--- src/rtl/cpu_pkg.sv ---
// -----------------------------------------------------------------------------
// cpu_pkg
//   Shared definitions for the 8-bit accumulator CPU. Both the datapath and
//   the controller (cpu_ctrl) import this package.
//   Contents:
//     - 4-bit opcode encodings (in[7:4] of the first instruction byte)
//     - 3-bit ALU operation codes driven on alu_op
//     - SRC_* mux-select constants for the datapath input muxes
//     - controller state enum and the per-cycle control vector
// -----------------------------------------------------------------------------
package cpu_pkg;

  // Opcodes
  localparam logic [3:0] OP_ADD  = 4'h0;  // C <= A + B
  localparam logic [3:0] OP_SUB  = 4'h1;  // C <= A - B
  localparam logic [3:0] OP_INC  = 4'h2;  // C <= A + 1
  localparam logic [3:0] OP_DEC  = 4'h3;  // C <= A - 1
  localparam logic [3:0] OP_ADC1 = 4'h4;  // C <= A + B + 1
  localparam logic [3:0] OP_NEG  = 4'h5;  // C <= -A
  localparam logic [3:0] OP_LDA  = 4'h6;  // A <= next byte
  localparam logic [3:0] OP_LDB  = 4'h7;  // B <= next byte
  localparam logic [3:0] OP_STI  = 4'h8;  // mem[n] <= next byte
  localparam logic [3:0] OP_STC  = 4'h9;  // mem[n] <= C
  localparam logic [3:0] OP_LDM  = 4'hA;  // C <= mem[n] (two cycles)
  localparam logic [3:0] OP_OUTC = 4'hB;  // OUT <= C
  localparam logic [3:0] OP_OUTM = 4'hC;  // OUT <= mem[n] (two cycles)
  localparam logic [3:0] OP_MVA  = 4'hD;  // A <= C
  localparam logic [3:0] OP_MVB  = 4'hE;  // B <= C
  localparam logic [3:0] OP_NOP  = 4'hF;

  // ALU operations
  localparam logic [2:0] ALU_ADD  = 3'd0;
  localparam logic [2:0] ALU_SUB  = 3'd1;
  localparam logic [2:0] ALU_INC  = 3'd2;
  localparam logic [2:0] ALU_DEC  = 3'd3;
  localparam logic [2:0] ALU_ADC1 = 3'd4;
  localparam logic [2:0] ALU_NEG  = 3'd5;

  // Datapath mux selects
  localparam logic SRC_C_ALU    = 1'b0;
  localparam logic SRC_C_MEM    = 1'b1;
  localparam logic SRC_AB_OPND  = 1'b0;
  localparam logic SRC_AB_C     = 1'b1;
  localparam logic SRC_MEM_OPND = 1'b0;
  localparam logic SRC_MEM_C    = 1'b1;
  localparam logic SRC_OUT_C    = 1'b0;
  localparam logic SRC_OUT_MEM  = 1'b1;

  typedef enum logic [2:0] {
    ST_FETCH   = 3'd0,
    ST_OPND_A  = 3'd1,
    ST_OPND_B  = 3'd2,
    ST_OPND_M  = 3'd3,
    ST_RSV_LD  = 3'd4,
    ST_RSV_OUT = 3'd5
  } ctrl_state_t;

  // Everything the controller decides in one cycle. addr_ld / opnd_ld / retire
  // are internal enables for the address, operand and counter registers.
  typedef struct packed {
    logic [2:0]  alu_op;
    logic        c_we;
    logic        c_src;
    logic        a_we;
    logic        b_we;
    logic        ab_src;
    logic        mem_we;
    logic        mem_re;
    logic        mem_src;
    logic        addr_ld;
    logic        out_we;
    logic        out_src;
    logic        opnd_ld;
    logic        retire;
    ctrl_state_t next_state;
  } ctrl_vec_t;

  // Quiet cycle: no strobes, all selects 0, return to FETCH.
  function automatic ctrl_vec_t ctrl_idle();
    ctrl_vec_t v;
    v            = '0;
    v.next_state = ST_FETCH;
    return v;
  endfunction

endpackage : cpu_pkg

--- src/rtl/cpu_decode.sv ---
// -----------------------------------------------------------------------------
// cpu_decode
//   Pure combinational opcode decoder used by cpu_ctrl while in FETCH.
//   Maps a 4-bit opcode to the control vector for the cycle that follows.
//   Ports:
//     i_opcode  in  4           opcode (instruction byte bits [7:4])
//     o_ctrl    out ctrl_vec_t  decoded control vector
// -----------------------------------------------------------------------------
module cpu_decode
  import cpu_pkg::*;
(
  input  logic [3:0] i_opcode,
  output ctrl_vec_t  o_ctrl
);

  always_comb begin
    // NOTE: every field gets a default before the case so no path can leave
    // an output unassigned, which would otherwise infer a latch.
    o_ctrl = ctrl_idle();
    unique case (i_opcode)
      OP_ADD, OP_SUB, OP_INC, OP_DEC, OP_ADC1, OP_NEG: begin
        // ALU opcodes 0..5 map one-to-one onto ALU codes 0..5.
        o_ctrl.alu_op = i_opcode[2:0];
        o_ctrl.c_we   = 1'b1;
        o_ctrl.c_src  = SRC_C_ALU;
        o_ctrl.retire = 1'b1;
      end
      OP_LDA: o_ctrl.next_state = ST_OPND_A;
      OP_LDB: o_ctrl.next_state = ST_OPND_B;
      OP_STI: begin
        o_ctrl.addr_ld    = 1'b1;
        o_ctrl.next_state = ST_OPND_M;
      end
      OP_STC: begin
        o_ctrl.addr_ld = 1'b1;
        o_ctrl.mem_we  = 1'b1;
        o_ctrl.mem_src = SRC_MEM_C;
        o_ctrl.retire  = 1'b1;
      end
      OP_LDM: begin
        o_ctrl.addr_ld    = 1'b1;
        o_ctrl.mem_re     = 1'b1;
        o_ctrl.next_state = ST_RSV_LD;
      end
      OP_OUTC: begin
        o_ctrl.out_we  = 1'b1;
        o_ctrl.out_src = SRC_OUT_C;
        o_ctrl.retire  = 1'b1;
      end
      OP_OUTM: begin
        o_ctrl.addr_ld    = 1'b1;
        o_ctrl.mem_re     = 1'b1;
        o_ctrl.next_state = ST_RSV_OUT;
      end
      OP_MVA: begin
        o_ctrl.a_we   = 1'b1;
        o_ctrl.ab_src = SRC_AB_C;
        o_ctrl.retire = 1'b1;
      end
      OP_MVB: begin
        o_ctrl.b_we   = 1'b1;
        o_ctrl.ab_src = SRC_AB_C;
        o_ctrl.retire = 1'b1;
      end
      OP_NOP: o_ctrl.retire = 1'b1;
      default: o_ctrl = ctrl_idle();
    endcase
  end

endmodule : cpu_decode

--- src/rtl/cpu_ctrl.sv ---
// -----------------------------------------------------------------------------
// cpu_ctrl
//   Control unit for the 8-bit accumulator CPU. Samples one byte per clock,
//   sequences one- and two-byte instructions and drives registered one-cycle
//   control pulses to the datapath. A byte taken in an operand/reserved state
//   is never decoded as an opcode.
//   Ports:
//     clk        in   1       rising-edge clock
//     reset      in   1       synchronous active-high reset
//     in         in   DATA_W  instruction / operand byte stream
//     alu_op     out  3       ALU operation (holds when no ALU op issued)
//     c_we/c_src out  1/1     C load strobe / source (0 ALU, 1 mem_rdata)
//     a_we/b_we  out  1/1     A / B load strobes
//     ab_src     out  1       A/B source (0 operand latch, 1 C)
//     mem_we     out  1       memory write strobe
//     mem_re     out  1       memory read strobe
//     mem_src    out  1       write data (0 operand latch, 1 C)
//     mem_addr   out  ADDR_W  memory address, held until next memory opcode
//     out_we     out  1       output-register load strobe
//     out_src    out  1       output source (0 C, 1 mem_rdata)
//     operand    out  DATA_W  latched second byte
//     busy       out  1       waiting for a second byte
//     instr_cnt  out  CNT_W   retired-instruction count (wraps)
// -----------------------------------------------------------------------------
module cpu_ctrl
  import cpu_pkg::*;
#(
  parameter int DATA_W = 8,
  parameter int ADDR_W = 4,
  parameter int CNT_W  = 16
) (
  input  logic              clk,
  input  logic              reset,
  input  logic [DATA_W-1:0] in,
  output logic [2:0]        alu_op,
  output logic              c_we,
  output logic              c_src,
  output logic              a_we,
  output logic              b_we,
  output logic              ab_src,
  output logic              mem_we,
  output logic              mem_re,
  output logic              mem_src,
  output logic [ADDR_W-1:0] mem_addr,
  output logic              out_we,
  output logic              out_src,
  output logic [DATA_W-1:0] operand,
  output logic              busy,
  output logic [CNT_W-1:0]  instr_cnt
);

  ctrl_state_t       r_state;
  ctrl_vec_t         w_dec;
  ctrl_vec_t         w_ctrl;

  logic [2:0]        r_alu_op;
  logic              r_c_we, r_c_src, r_a_we, r_b_we, r_ab_src;
  logic              r_mem_we, r_mem_re, r_mem_src, r_out_we, r_out_src;
  logic [ADDR_W-1:0] r_mem_addr;
  logic [DATA_W-1:0] r_operand;
  logic              r_busy;
  logic [CNT_W-1:0]  r_instr_cnt;

  cpu_decode u_decode (
    .i_opcode (in[DATA_W-1 -: 4]),
    .o_ctrl   (w_dec)
  );

  // Next-state / next-output logic. Only FETCH consults the decoder; the
  // other states consume the byte as data (or ignore it) and return to FETCH.
  always_comb begin
    w_ctrl = ctrl_idle();
    unique case (r_state)
      ST_FETCH: w_ctrl = w_dec;
      ST_OPND_A: begin
        w_ctrl.a_we    = 1'b1;
        w_ctrl.ab_src  = SRC_AB_OPND;
        w_ctrl.opnd_ld = 1'b1;
        w_ctrl.retire  = 1'b1;
      end
      ST_OPND_B: begin
        w_ctrl.b_we    = 1'b1;
        w_ctrl.ab_src  = SRC_AB_OPND;
        w_ctrl.opnd_ld = 1'b1;
        w_ctrl.retire  = 1'b1;
      end
      ST_OPND_M: begin
        w_ctrl.mem_we  = 1'b1;
        w_ctrl.mem_src = SRC_MEM_OPND;
        w_ctrl.opnd_ld = 1'b1;
        w_ctrl.retire  = 1'b1;
      end
      // The read was issued the previous cycle; mem_rdata is valid now.
      ST_RSV_LD: begin
        w_ctrl.c_we   = 1'b1;
        w_ctrl.c_src  = SRC_C_MEM;
        w_ctrl.retire = 1'b1;
      end
      ST_RSV_OUT: begin
        w_ctrl.out_we  = 1'b1;
        w_ctrl.out_src = SRC_OUT_MEM;
        w_ctrl.retire  = 1'b1;
      end
      default: w_ctrl = ctrl_idle();
    endcase
  end

  // NOTE: state and output registers use non-blocking assignments so every
  // register samples pre-edge values regardless of statement order.
  always_ff @(posedge clk) begin
    if (reset) begin
      // NOTE: reset clears every register here, including the operand latch,
      // so an instruction waiting for its second byte is fully discarded.
      r_state     <= ST_FETCH;
      r_alu_op    <= ALU_ADD;
      r_c_we      <= 1'b0;
      r_c_src     <= 1'b0;
      r_a_we      <= 1'b0;
      r_b_we      <= 1'b0;
      r_ab_src    <= 1'b0;
      r_mem_we    <= 1'b0;
      r_mem_re    <= 1'b0;
      r_mem_src   <= 1'b0;
      r_mem_addr  <= '0;
      r_out_we    <= 1'b0;
      r_out_src   <= 1'b0;
      r_operand   <= '0;
      r_busy      <= 1'b0;
      r_instr_cnt <= '0;
    end else begin
      r_state   <= w_ctrl.next_state;
      r_c_we    <= w_ctrl.c_we;
      r_c_src   <= w_ctrl.c_src;
      r_a_we    <= w_ctrl.a_we;
      r_b_we    <= w_ctrl.b_we;
      r_ab_src  <= w_ctrl.ab_src;
      r_mem_we  <= w_ctrl.mem_we;
      r_mem_re  <= w_ctrl.mem_re;
      r_mem_src <= w_ctrl.mem_src;
      r_out_we  <= w_ctrl.out_we;
      r_out_src <= w_ctrl.out_src;
      r_busy    <= (w_ctrl.next_state != ST_FETCH);
      // alu_op only moves on a real ALU instruction; a memory-sourced C load
      // leaves it at its previous value.
      if (w_ctrl.c_we && (w_ctrl.c_src == SRC_C_ALU))
        r_alu_op <= w_ctrl.alu_op;
      if (w_ctrl.addr_ld)
        r_mem_addr <= in[ADDR_W-1:0];
      if (w_ctrl.opnd_ld)
        r_operand <= in;
      if (w_ctrl.retire)
        r_instr_cnt <= r_instr_cnt + CNT_W'(1);
    end
  end

  assign alu_op    = r_alu_op;
  assign c_we      = r_c_we;
  assign c_src     = r_c_src;
  assign a_we      = r_a_we;
  assign b_we      = r_b_we;
  assign ab_src    = r_ab_src;
  assign mem_we    = r_mem_we;
  assign mem_re    = r_mem_re;
  assign mem_src   = r_mem_src;
  assign mem_addr  = r_mem_addr;
  assign out_we    = r_out_we;
  assign out_src   = r_out_src;
  assign operand   = r_operand;
  assign busy      = r_busy;
  assign instr_cnt = r_instr_cnt;

endmodule : cpu_ctrl

--- config.mk ---
export PLATFORM = sky130hd
export DESIGN_NAME = cpu_ctrl
export DESIGN_NICKNAME = d
export VERILOG_FILES = /design/src/rtl/cpu_pkg.sv /design/src/rtl/cpu_decode.sv /design/src/rtl/cpu_ctrl.sv
export SDC_FILE = /design/constraint.sdc
export NUM_CORES = 1
export LEC_CHECK = 0
export ABC_AREA = 1
export BUFFER_PORTS_ARGS = -buffer_cell sky130_fd_sc_hd__buf_4
export CAP_MARGIN = 15
export CORE_ASPECT_RATIO = 1.5
export CORE_UTILIZATION = 50
export CTS_BUF_LIST = sky130_fd_sc_hd__clkbuf_8
export DETAILED_ROUTE_END_ITERATION = 8
export GPL_TIMING_DRIVEN = 1
export PLACE_DENSITY_LB_ADDON = 0.3
export SETUP_SLACK_MARGIN = 0.1
export SLEW_MARGIN = 20
export SYNTH_ARGS = -nofsm -noshare
export SYNTH_HDL_FRONTEND = slang
export SYNTH_SLANG_ARGS = --single-unit
--- constraint.sdc ---
create_clock -name clk -period 1.75 [get_ports clk]
set_clock_uncertainty 0.1 [all_clocks]
set_input_delay 0.0875 -clock clk [delete_from_list [all_inputs] [get_ports clk]]
set_output_delay 0.0875 -clock clk [all_outputs]
set_load 0.05 [all_outputs]
==> flow_summary.ini <==
[job]
max_cap_viol_count = 0

[critical_path]
worst_setup_path_end_kind = flop
critPathKind = reg -> reg
cp_data_arrival_time_ns = 1.59
worst-path-max-fanout = 5
worst_setup_sp_type = flop
worst-endpoint-required_ns = 1.84

[final_layout]
insertedDiodeCount = 0
nets_finish = 342
n_fill_cell = 348
ratio_of_cells_with_drive_above_1_in_the_final_layout_pct = 24.7
flow.area_growth_from_synthesis_pct = 29.5

[route]
route.detailed.wl_per_inst_um = 12.1
count_of_tritonroute_iterations_in_the_first_routing_pass = 4
drt_iter0_markers = 56
vias = 1921
drt.antenna.violating_nets = 0
avgViaCountPerCell = 5.12
totalWireLength_um = 4530
detail_route.drc_violations = 0

[sta]
worstMarginPinSlew_ns = 0.494
worst_slew_margin_rel_pct = 67.0
timing.final.crit_share_pct = 85.6
final_hold_violation_count = 0
grt_setup_unrepaired = false
fin_setup_tns_ns = 0
setup_viol = 0
post-route-min-period_ns = 1.50
slew_limit_fails = 0
fmax_ghz = 0.668

[placed_design]
gp_routability_congestion = 0.796
io_buffer_count = 51
detailedPlacementHpwl_um = 3240

[yosys]
synthesis.area_sq_um = 1960
synthDistinctLibCells = 26
ys.warnings.count = 0
synth_cells = 272
post_synth.cell_area_avg_sq_um = 7.19
syn_nets = 283
flops_latches_synth = 45
ys_seq_area_share_pct = 46.0

[floorplan]
floorplan.io_pins = 52
std_cell_rows = 27
start_util_pct = 52.7
die_area_sq_um = 4170
core_region_area_sq_um = 3720
die_h_um = 78.6
die_w_um = 53.1

[power_and_ir_drop]
power.total_w = 0.00217
power.ir.vdd_worst_uv = 762
power_per_cell_area_nw_per_um2 = 856
leakage_nw = 1.16

[clock_network]
clockBufferDepth = 2
htree_num_levels = 2
cts_clock_pin_slew_for_the_worst_setup_and_hold_paths_ns = 0.09
postCtsSetupBuffers = 0
worst_skew_pair.late_latency_ns = 0.29
clock_tree_from_tritoncts = built
clkSinkCount = 45
clock-root-buffer = clkbuf_8
cts_made_buffers = 5

[global_routing]
via_count_of_the_first_global_routing_pass = 1794
grt_overflow_total = 0
wire_length_of_the_first_global_routing_pass_um = 7600
grt_start_max_net_pins = 34
grt_antenna_before_repair = 0
grt_use_total_pct = 24.5

[hold_path]
hold_class = in -> reg

[outcome]
outcome = completed
[final cells by class]
| type | count | area [sq um] | share of cell area (%) |
|---|---|---|---|
| inverter | 31 | 116 | 4.59 |
| clock buffer | 5 | 68.8 | 2.72 |
| tap | 43 | 53.8 | 2.12 |
| timing repair buffer | 59 | 460 | 18.2 |
| clock inverter | 3 | 13.8 | 0.543 |
| sequential | 45 | 908 | 35.9 |
| multi-input combinational | 189 | 912 | 36.0 |
[through the flow]
| step | hold slack (ns) | worst slack, ns | cell area (sq um) | utilization [%] | cells |
|---|---|---|---|---|---|
| finish | 0.00958 | 0.252 | 2530 | 68.2 | 375 |
| global route | 0.0399 | 0.112 | 2530 | 68.2 | 375 |
| CTS | 0.00402 | 0.182 | 2520 | 67.7 | 375 |
| detailed placement | 0.230 | 0.231 | 2360 | 63.6 | 360 |
| global placement | 0.227 | 0.293 | 2360 | 63.6 | 360 |
| floorplan | 0.122 | 0.105 | 1960 | - | 272 |
[placed cells by master, fill, tap and decap left out, drive strengths merged]
cell and count:
a21boi 1, a21oi 24, nand4 6, clkbuf 5, dlygate4sd3 7, nand2 61, buf 52, nor3 1
o22ai 1, inv 32, o31ai 1, nor2 53, o21ai 22, dfxtp 45, a211oi 1, nand3 17
ha 1, clkinv 2
[routing by layer]
layer,share of wire (%),global-route usage (%)
met1,40,25.8
met2,53,43.9
met3,3.6,3.88
met4,3.5,13.4
met5,0,0
[path summary, 6_finish.rpt]
path | start | end | slack [ns] | depth (start not counted)
hold / removal | in[5] | mem_src$_SDFF_PP0_ | 0.01 | 4
setup / recovery | instr_cnt[0]$_SDFFE_PP0P_ | instr_cnt[10]$_SDFFE_PP0P_ | 0.25 | 8
setup reg to reg | instr_cnt[0]$_SDFFE_PP0P_ | instr_cnt[10]$_SDFFE_PP0P_ | 0.25 | 8
hold reg to reg | instr_cnt[0]$_SDFFE_PP0P_ | instr_cnt[0]$_SDFFE_PP0P_ | 0.36 | 1
[where the power goes]
part           internal [W]  switching, W
Clock              0.000271      0.000342
Sequential          0.00107     0.0000320
Combinational      0.000136      0.000313
[state kept, by name, indices dropped and copies added, names as in the netlist]
| signal | cells |
|---|---|
| out_src | 1 |
| r_state | 3 |
| mem_re | 1 |
| busy | 1 |
| a_we | 1 |
| instr_cnt | 16 |
| mem_we | 1 |
| b_we | 1 |
| mem_src | 1 |
| mem_addr | 4 |
| ab_src | 1 |
| alu_op | 3 |
| operand | 8 |
| c_src | 1 |
| out_we | 1 |
| c_we | 1 |
[what timing repair did]
item / in CTS / in global routing
gates resized for setup: 0 / 3
hold buffers: 7 / 0
hold endpoints to repair: 16 / 0
setup endpoints to repair: 0 / 9
[cells by family after synthesis]
group | share of synthesized area, %
and+or+nand+nor | 31.7
AOI/OAI and AO/OA | 13.4
DFF | 46.0
buffers and inverters | 8.18
adders and majority gates | 0.639
[synthesized netlist by cell type (all sizes together)]
master  count  area (sq um)
inv        31           116
a21oi      24           124
nand2      61           249
nand4       6          37.5
a211oi      1          7.51
nor2       53           209
dfxtp      45           901
nor3        1          5.00
clkbuf      2          7.51
buf         5          36.3
o21ai      22           110
ha          1          12.5
o22ai       1          6.26
a21boi      1          7.51
nand3      17           120
o31ai       1          7.51
[critical path, cell delays in order, from the launching register on]
cell and delay [ns]:
dfxtp_4 0.37, ha_1 0.20, nand2_1 0.12, nor2_4 0.16, nand2_1 0.08, nor2_1 0.17
nand3_2 0.09, nand2_1 0.06, nor2_1 0.04
(Power assumes the default switching activity.)
